<file path="src/rtl/hc05_spi_port.sv">
// hc05_spi_port: cycle-level model of the 68HC05 SPI peripheral as seen by
// the slave MCU core. The CPU programs SPCR/SPSR/SPDR over a small register
// bus. Each 8-bit transfer is timed by a down-counter, then presented to the
// parallel SPI link as a one-cycle byte strobe that also captures the
// responder's byte. SPIF, WCOL and MODF are modelled, including the
// externally forced mode fault.
//
// Ports:
//   clk, reset_n        system clock, asynchronous active-low reset
//   cpu_addr            0=SPCR 1=SPSR 2=SPDR 3=reserved (reads 0xFF)
//   cpu_wdata, cpu_we   register write data / one-cycle write strobe
//   cpu_re              one-cycle read strobe (drives the flag-clear sequences)
//   cpu_rdata           read data, combinational from cpu_addr
//   irq                 registered level interrupt, SPIE & (SPIF | MODF)
//   spi_write, spi_mosi parallel link byte strobe and byte sent
//   spi_miso            responder byte, sampled in the spi_write cycle
//   mode_fault_in       forced mode fault pulse
module hc05_spi_port #(
    parameter int unsigned BASE_DIV = 1
) (
    input  logic       clk,
    input  logic       reset_n,
    input  logic [1:0] cpu_addr,
    input  logic [7:0] cpu_wdata,
    input  logic       cpu_we,
    input  logic       cpu_re,
    output logic [7:0] cpu_rdata,
    output logic       irq,
    output logic       spi_write,
    output logic [7:0] spi_mosi,
    input  logic [7:0] spi_miso,
    input  logic       mode_fault_in
);

    // Wide enough for the longest transfer, 8 * 32 * BASE_DIV - 1.
    localparam int unsigned CW = $clog2(256 * BASE_DIV);

    typedef enum logic [1:0] {
        IDLE  = 2'd0,
        SHIFT = 2'd1,
        DONE  = 2'd2
    } state_t;

    state_t        state;
    logic [CW-1:0] count;
    logic [CW-1:0] load_value;

    logic          spie, spe, mstr, cpol, cpha;
    logic [1:0]    spr;
    logic          spif, wcol, modf;
    logic          arm_flag_clr, arm_modf_clr;
    logic [7:0]    rx_buf, tx_latch;
    logic          strobe_q;

    logic          wr_spcr, wr_spdr, rd_spsr, rd_spdr, fault;

    assign wr_spcr = cpu_we && (cpu_addr == 2'd0);
    assign wr_spdr = cpu_we && (cpu_addr == 2'd2);
    assign rd_spsr = cpu_re && (cpu_addr == 2'd1);
    assign rd_spdr = cpu_re && (cpu_addr == 2'd2);

    // A forced fault only counts while the port is an enabled master.
    assign fault = mode_fault_in && spe && mstr;

    // The strobe is registered, but a fault arriving in the DONE cycle must
    // still suppress it, so the fault gates the registered strobe here.
    assign spi_write = strobe_q && !fault;

    // Counter preload: 8 bit times minus one, bit time = BASE_DIV * {2,4,16,32}.
    always_comb begin
        unique case (spr)
            2'd0:    load_value = CW'(16  * BASE_DIV - 1);
            2'd1:    load_value = CW'(32  * BASE_DIV - 1);
            2'd2:    load_value = CW'(128 * BASE_DIV - 1);
            default: load_value = CW'(256 * BASE_DIV - 1);
        endcase
    end

    always_comb begin
        unique case (cpu_addr)
            2'd0:    cpu_rdata = {spie, spe, 1'b0, mstr, cpol, cpha, spr};
            2'd1:    cpu_rdata = {spif, wcol, 1'b0, modf, 4'b0000};
            2'd2:    cpu_rdata = rx_buf;
            default: cpu_rdata = '1;
        endcase
    end

    always_ff @(posedge clk or negedge reset_n) begin
        if (!reset_n) begin
            state        <= IDLE;
            count        <= '0;
            spie         <= 1'b0;
            spe          <= 1'b0;
            mstr         <= 1'b0;
            cpol         <= 1'b0;
            cpha         <= 1'b0;
            spr          <= '0;
            spif         <= 1'b0;
            wcol         <= 1'b0;
            modf         <= 1'b0;
            arm_flag_clr <= 1'b0;
            arm_modf_clr <= 1'b0;
            rx_buf       <= '1;
            tx_latch     <= '1;
            strobe_q     <= 1'b0;
            spi_mosi     <= '1;
            irq          <= 1'b0;
        end else begin
            strobe_q <= 1'b0;
            irq      <= spie && (spif || modf);

            if (wr_spcr) begin
                spie <= cpu_wdata[7];
                spe  <= cpu_wdata[6];
                mstr <= cpu_wdata[4];
                cpol <= cpu_wdata[3];
                cpha <= cpu_wdata[2];
                spr  <= cpu_wdata[1:0];
                if (arm_modf_clr) begin
                    modf         <= 1'b0;
                    arm_modf_clr <= 1'b0;
                end
            end

            if (rd_spsr && (spif || wcol)) begin
                arm_flag_clr <= 1'b1;
            end
            if (rd_spsr && modf) begin
                arm_modf_clr <= 1'b1;
            end

            if ((rd_spdr || wr_spdr) && arm_flag_clr) begin
                spif         <= 1'b0;
                wcol         <= 1'b0;
                arm_flag_clr <= 1'b0;
            end

            // Flag sets below are placed after the clear so they win.
            unique case (state)
                IDLE: begin
                    if (wr_spdr) begin
                        tx_latch <= cpu_wdata;
                        if (spe && mstr && !fault) begin
                            count <= load_value;
                            state <= SHIFT;
                        end
                    end
                end
                SHIFT: begin
                    if (wr_spdr) begin
                        wcol <= 1'b1;
                    end
                    if (fault || (wr_spcr && !cpu_wdata[6])) begin
                        state <= IDLE;
                    end else if (count == '0) begin
                        state    <= DONE;
                        strobe_q <= 1'b1;
                        spi_mosi <= tx_latch;
                    end else begin
                        count <= count - CW'(1);
                    end
                end
                DONE: begin
                    if (wr_spdr) begin
                        wcol <= 1'b1;
                    end
                    state <= IDLE;
                    if (!fault) begin
                        rx_buf <= spi_miso;
                        spif   <= 1'b1;
                    end
                end
                default: state <= IDLE;
            endcase

            // Last assignment: the fault overrides any SPCR write this cycle.
            if (fault) begin
                modf <= 1'b1;
                spe  <= 1'b0;
                mstr <= 1'b0;
            end
        end
    end

endmodule
</file>
<file path="config.mk">
export PLATFORM = sky130hd
export DESIGN_NAME = hc05_spi_port
export DESIGN_NICKNAME = d
export VERILOG_FILES = /design/src/rtl/hc05_spi_port.sv
export SDC_FILE = /design/constraint.sdc
export NUM_CORES = 1
export LEC_CHECK = 0
export CAP_MARGIN = 20
export CORE_MARGIN = 5
export CORE_UTILIZATION = 55
export CTS_BUF_LIST = sky130_fd_sc_hd__clkbuf_8
export DETAILED_ROUTE_END_ITERATION = 8
export PLACE_DENSITY = 0.82
export SYNTH_ARGS = -nofsm -noshare
export SYNTH_HDL_FRONTEND = slang
export SYNTH_SLANG_ARGS = --single-unit
</file>
<file path="constraint.sdc">
create_clock -name clk -period 2 [get_ports clk]
set_input_delay 0.6 -clock clk [delete_from_list [all_inputs] [get_ports clk]]
set_output_delay 0.6 -clock clk [all_outputs]
set_load 0.005 [all_outputs]
</file>
# --- Word-level counts from Yosys, hierarchy flattened ---
# Cells that the tools add are included.
op_classes:
  bitwise_logic: 2
  eq_ne: 11
  mux: 32
  n_addsub: 1
  n_reduce_logical: 36
ops:
  columns: ["operator", "count"]
  rows:
  - ["$pmux 8 s3", 2]
  - ["$mux 8", 4]
  - ["$mux 1", 20]
  - ["$pmux 8 s2", 1]
  - ["$logic_and 1x1->1", 14]
  - ["$reduce_bool 2->1", 5]
  - ["$logic_not 8->1", 1]
  - ["$mux 2", 4]
  - ["$ne 2x2->1 const B", 4]
  - ["$sub 8x1->8 const B", 1]
  - ["$eq 2x1->1 const B", 3]
  - ["$eq 2x2->1 const B", 3]
  - ["$logic_not 2->1", 3]
  - ["$reduce_and 2->1", 3]
  - ["$reduce_and 3->1", 2]
  - ["$reduce_and 5->1", 1]
  - ["$logic_or 1x1->1", 4]
  - ["$pmux 2 s2", 1]
  - ["$ne 3x3->1 const B", 1]
  - ["$logic_not 1->1", 2]
  - ["$not 1->1", 2]
  - ["$reduce_or 2->1", 1]
totals:
  wordCells: 100
  ff_bits: 48
  input_bits: 23
  out_inout_bits: 18

# --- Depth between registers and ports, before layout ---
logic_depth:
  depth_word: 7
  ltp_mapped: 7
  depth_no_buf: 6

# --- Worst setup path before layout ---
# OpenSTA, ideal clock, no wires.
synth_timing:
  kind: "input -> output"
  startpoint: "in cpu_addr[0]"
  endpoint: "out cpu_rdata[6]"
  t_arrival_ps: 1249
  path_buffers: 2
  setup_slack_ps: 151
  required_ps: 1400
  cell_stages: 4
  cell_sequence: "buf_6 clkbuf_1 mux2i_1 a21oi_1"
synth_via:
  elab_chain_cells: 2
  elab_cells_between_ends: 4
synth_lines:
  columns: ["element", "line_no", "text"]
  rows:
  - ["start: declaration", "23", "input logic [1:0] cpu_addr,"]
  - ["$eq 2x2->1 (tied with other cells)", "80", "unique case (cpu_addr)"]
  - ["$pmux 8 s3 (*)", "80", null]
  - ["end: declaration", "27", "output logic [7:0] cpu_rdata,"]
# Mark *: on every way between the ends. The rest lies on a longest branch, timed or not.

# --- Worst setup path in the final report ---
layout_timing:
  startpoint: "in cpu_we"
  endpoint: "reg spi_mosi[4]"
layout_via:
  elab_chain_cells: 5
layout_lines:
  columns: ["element", "line_no", "text"]
  rows:
  - ["start: declaration", "25", "input logic cpu_we,"]
  - ["$logic_and 1x1->1", "57", "assign wr_spcr = cpu_we && (cpu_addr == 2'd0);"]
  - ["$logic_and 1x1->1", "153", "if (fault || (wr_spcr && !cpu_wdata[6])) begin"]
  - ["$logic_or 1x1->1", "153", null]
  - ["$not 1->1 (no source line)", null, null]
  - ["$reduce_and 3->1 (no source line)", null, null]
  - ["end signal: assignment", "158", "spi_mosi <= tx_latch;"]
  - ["end: declaration", "30", "output logic [7:0] spi_mosi,"]
# Every way passes these cells.
# A chain may end at the register's enable or synchronous reset.

==> metrics.md <==
| Metric | Value |
|---|---|
| Crit-path slowest cell | clkdlybuf4s50_1 |
| Vias per Instance | 5.529 |
| Gr ovfl total | 0 |
| Clock sinks | 48 |
| Endpoints failing hold | 0 |
| Remaining antenna violation count | 0 |
| Mapped Area | 2404 µm² |
| CP max stage delay | 460 ps |
| Fin Clk Skew | 8.891 ps |
| Sum Neg Setup Slack | 0 ps |
| Fill count | 282 |
| Sequential cell area | 1231 µm² |
| CP required | 2230 ps |
| P&R area growth vs syn | 35.03% |
| DIE AREA | between 5000 and 6000 µm² |
| Worst Path Buf+Inv | 2 |
| Syn Inst Count | 219 |
| Clock Latency Late Sink | 300 ps |
| Final setup fails | 0 |
| Top Ports | 41 |
| Worst slew margin | 0.6526 |
| Chip height | 76.11 µm |
| Vias | 1,902 |
| Drt wl/cell | between 15 and 20 µm |
| FF+latch count, synth | 48 |
| Leak | approximately 1.5 nW |
| Cell family with most CP delay | simple AND/OR/NAND/NOR gates |
| Share of the synthesized area in the top cell type | 0.2624 |
| Critical Path AT | 2180 ps |
| Total chip power | just over 0.004 W |
| Startpoint types | input port |
| Port-buffer cells | 40 |
| Clock tree root buffer cell | clkbuf_8 |
| Setup crit end | spi_mosi[4]$_DFFE_PN1P_ |
| Total CTS buffers | 5 |
| Sequential Power Share | 0.455 |
| Synth Flop Type | dfstp_2 |
| Drc violations | 0 |
| Final #Nets | ~320 |
| Cell taking the most area after synthesis | dfstp_2 |
| P_int | 0.002767 W |
| Layout cell share with drive strength beyond 1 | 0.4007 |
| Largest net degree at the start of global routing | 49 |
| Final Critical Period | 1953 ps |
| Number of global-route vias before repair | 1,998 |
| Synth warnings | 0 |
| Multi-input gate area | 1152 µm² |
| Clock-pin slew on the worst setup and hold paths | 80 ps |
| Pwr dens | 1248 nW/µm² |
| First-pass GRT wire length | 9397 µm |
| Post-synth cell types | 46 |
| Sequential-to-total area share from yosys stat | 0.5122 |
| Switching pwr | 0.001283 W |
| Comb pwr share | 0.366 |
| Row count | 24 |
| Total core area | 4294 µm² |
| DR iter-0 viols | 138 |
| Starting Density | 0.5597 |
| Clk pwr share | 0.179 |
| Avg Cell Area, Syn | about 11 µm² |
| Slew @ Worst Pin | 520.0 ps |
| Die Wd | 76.11 µm |
| Status | completed |
| Critical-path cell list | clkdlybuf4s50_1 > nor4b_2 > nand3b_2 > nor2_4 > buf_12 > mux2_2 |
| Total track usage | 0.1977 |
| Pins Over Slew Limit | 0 |
| CP Launch Point | cpu_we |
| Pre-Repair DR Iteration Count | 4 |
| Synth async-reset ratio | 1.000 |
| Initial antenna violation count | 0 |
| CTS tree | yes |
| Final WL | 5506 µm |
| CTS max path bufs | 2 |
| Setup Crit Path Kind | in -> reg |
| Final period util | 0.9764 |
| Top cells by area, synth | dfstp_2, dfrtp_1, mux2_2 |
| Hold Path Class | in -> async |
| Fmax | between 0.5 and 0.6 GHz |
| Synth Net Count | 247 |
| Critical path endpoint category | register |
| GPL Wtd Cong | 0.7652 |
| Crit-path max FO | 9 |
| Htree depth | 2 |
| Levels on crit path | 6 |
| Reg-to-Reg Start | count[0]$_DFFE_PN0P_ |
| Number of synthesized flops with an enable pin | 0 |
| Worst r2r dst | count[0]$_DFFE_PN0P_ |
| # diodes | 0 |
| R2R depth | 6 |
| Net Sw Frac | 0.3167 |
| Reg2Reg Setup Slack | 130 ps |
| Maximum capacitance violations | 0 |
| Hpwl dp | slightly below 4000 µm |
| Worst IR Drop VDD | about 790 µV |
-- area by class of cell --
class / instances / area share
inverter: 6 / 0.006939
clock buffer: 6 / 0.02544
tap: 52 / 0.02005
sequential: 48 / 0.3793
multi-input combinational: 158 / 0.3551
clock inverter: 2 / 0.01195
timing repair buffer: 72 / 0.2012
-- worst min-delay path by stage --
stage / startpoint / endpoint / cells after the start
finish: reset_n / wcol$_DFF_PN0_ / 2
global route: reset_n / count[4]$_DFFE_PN0P_ / 2
CTS: reset_n / count[5]$_DFFE_PN0P_ / 2
detailed placement: tx_latch[4]$_DFFE_PN1P_ / tx_latch[4]$_DFFE_PN1P_ / 2
global placement: tx_latch[7]$_DFFE_PN1P_ / tx_latch[7]$_DFFE_PN1P_ / 2
floorplan: reset_n / arm_flag_clr$_DFFE_PN0P_ / 0
-- registers in the layout (all words and copies together) (netlist names), 2 cells and up --
signal	flops
count	8
rx_buf	8
spi_mosi	8
spr	2
state	2
tx_latch	8
-- power by group through the flow --
stage / combinational, W / sequential [W] / clock [W]
after floorplan: 0.000870 / 0.00176 / 0
after global placement: 0.00144 / 0.00183 / 0
after detailed placement: 0.00149 / 0.00184 / 0
after CTS: 0.00149 / 0.00184 / 0.000744
after global routing: 0.00164 / 0.00190 / 0.000788
final: 0.00148 / 0.00184 / 0.000727
-- cells in the mapped netlist, drive strengths merged (3+ instances only) --
library cell / count
a2bb2oi: 5
a211oi: 5
mux2i: 5
nand2: 41
clkbuf: 4
dfrtp: 24
nor2b: 5
o21ai: 8
buf: 3
and3: 3
mux2: 24
a21boi: 3
dfstp: 24
ha: 5
nor2: 15
inv: 6
a21oi: 9
nand3: 3
-- layout by cell type, fill, tap and decap left out, types with 6 or more instances in the layout --
| cell type | instances |
|---|---|
| clkdlybuf4s50_1 | 25 |
| inv_1 | 6 |
| o21ai_0 | 6 |
| buf_4 | 26 |
| mux2_2 | 24 |
| clkbuf_8 | 6 |
| nor2_1 | 11 |
| a21oi_1 | 8 |
| dfstp_2 | 24 |
| nand2_1 | 41 |
| dfrtp_1 | 24 |
-- layer usage --
layer,global-route usage,vias up,wire (µm)
met5,0,-,0
met2,0.3459,53,2874
li1,-,917,-
met1,0.2433,924,2268
met3,0.05437,8,272
met4,0.04021,0,91
-- cells by family (layout without fill, tap and decap cells) --
family / after synthesis / after routing / share of synthesized area
buf+inv: 13 / 86 / 0.02550
mux: 29 / 29 / 0.1333
simple gates: 83 / 83 / 0.1759
fa+ha+maj: 5 / 5 / 0.02603
compound gates: 41 / 41 / 0.1270
flops: 48 / 48 / 0.5122
-- what timing repair did --
action	CTS	global route
hold buffers	0	0
pin swaps	6	3
setup buffers	4	2
gates resized for setup	43	11
endpoints found under the setup margin	28	24
-- through the flow --
stage | instances | util | instance area, µm² | worst slack, ps | hold slack, ps
after CTS | 343 | 0.7500 | 3221 | -44.15 | 271.0
final | 344 | 0.7558 | 3246 | 47.22 | 273.6
after global routing | 344 | 0.7558 | 3246 | -20.61 | 268.4
after global placement | 331 | 0.7110 | 3053 | -662.9 | 443.7
after floorplan | 219 | - | 2404 | 151.4 | 304.4
after detailed placement | 331 | 0.7110 | 3053 | -726.3 | 449.5
Power figures use the tool's default switching activity.
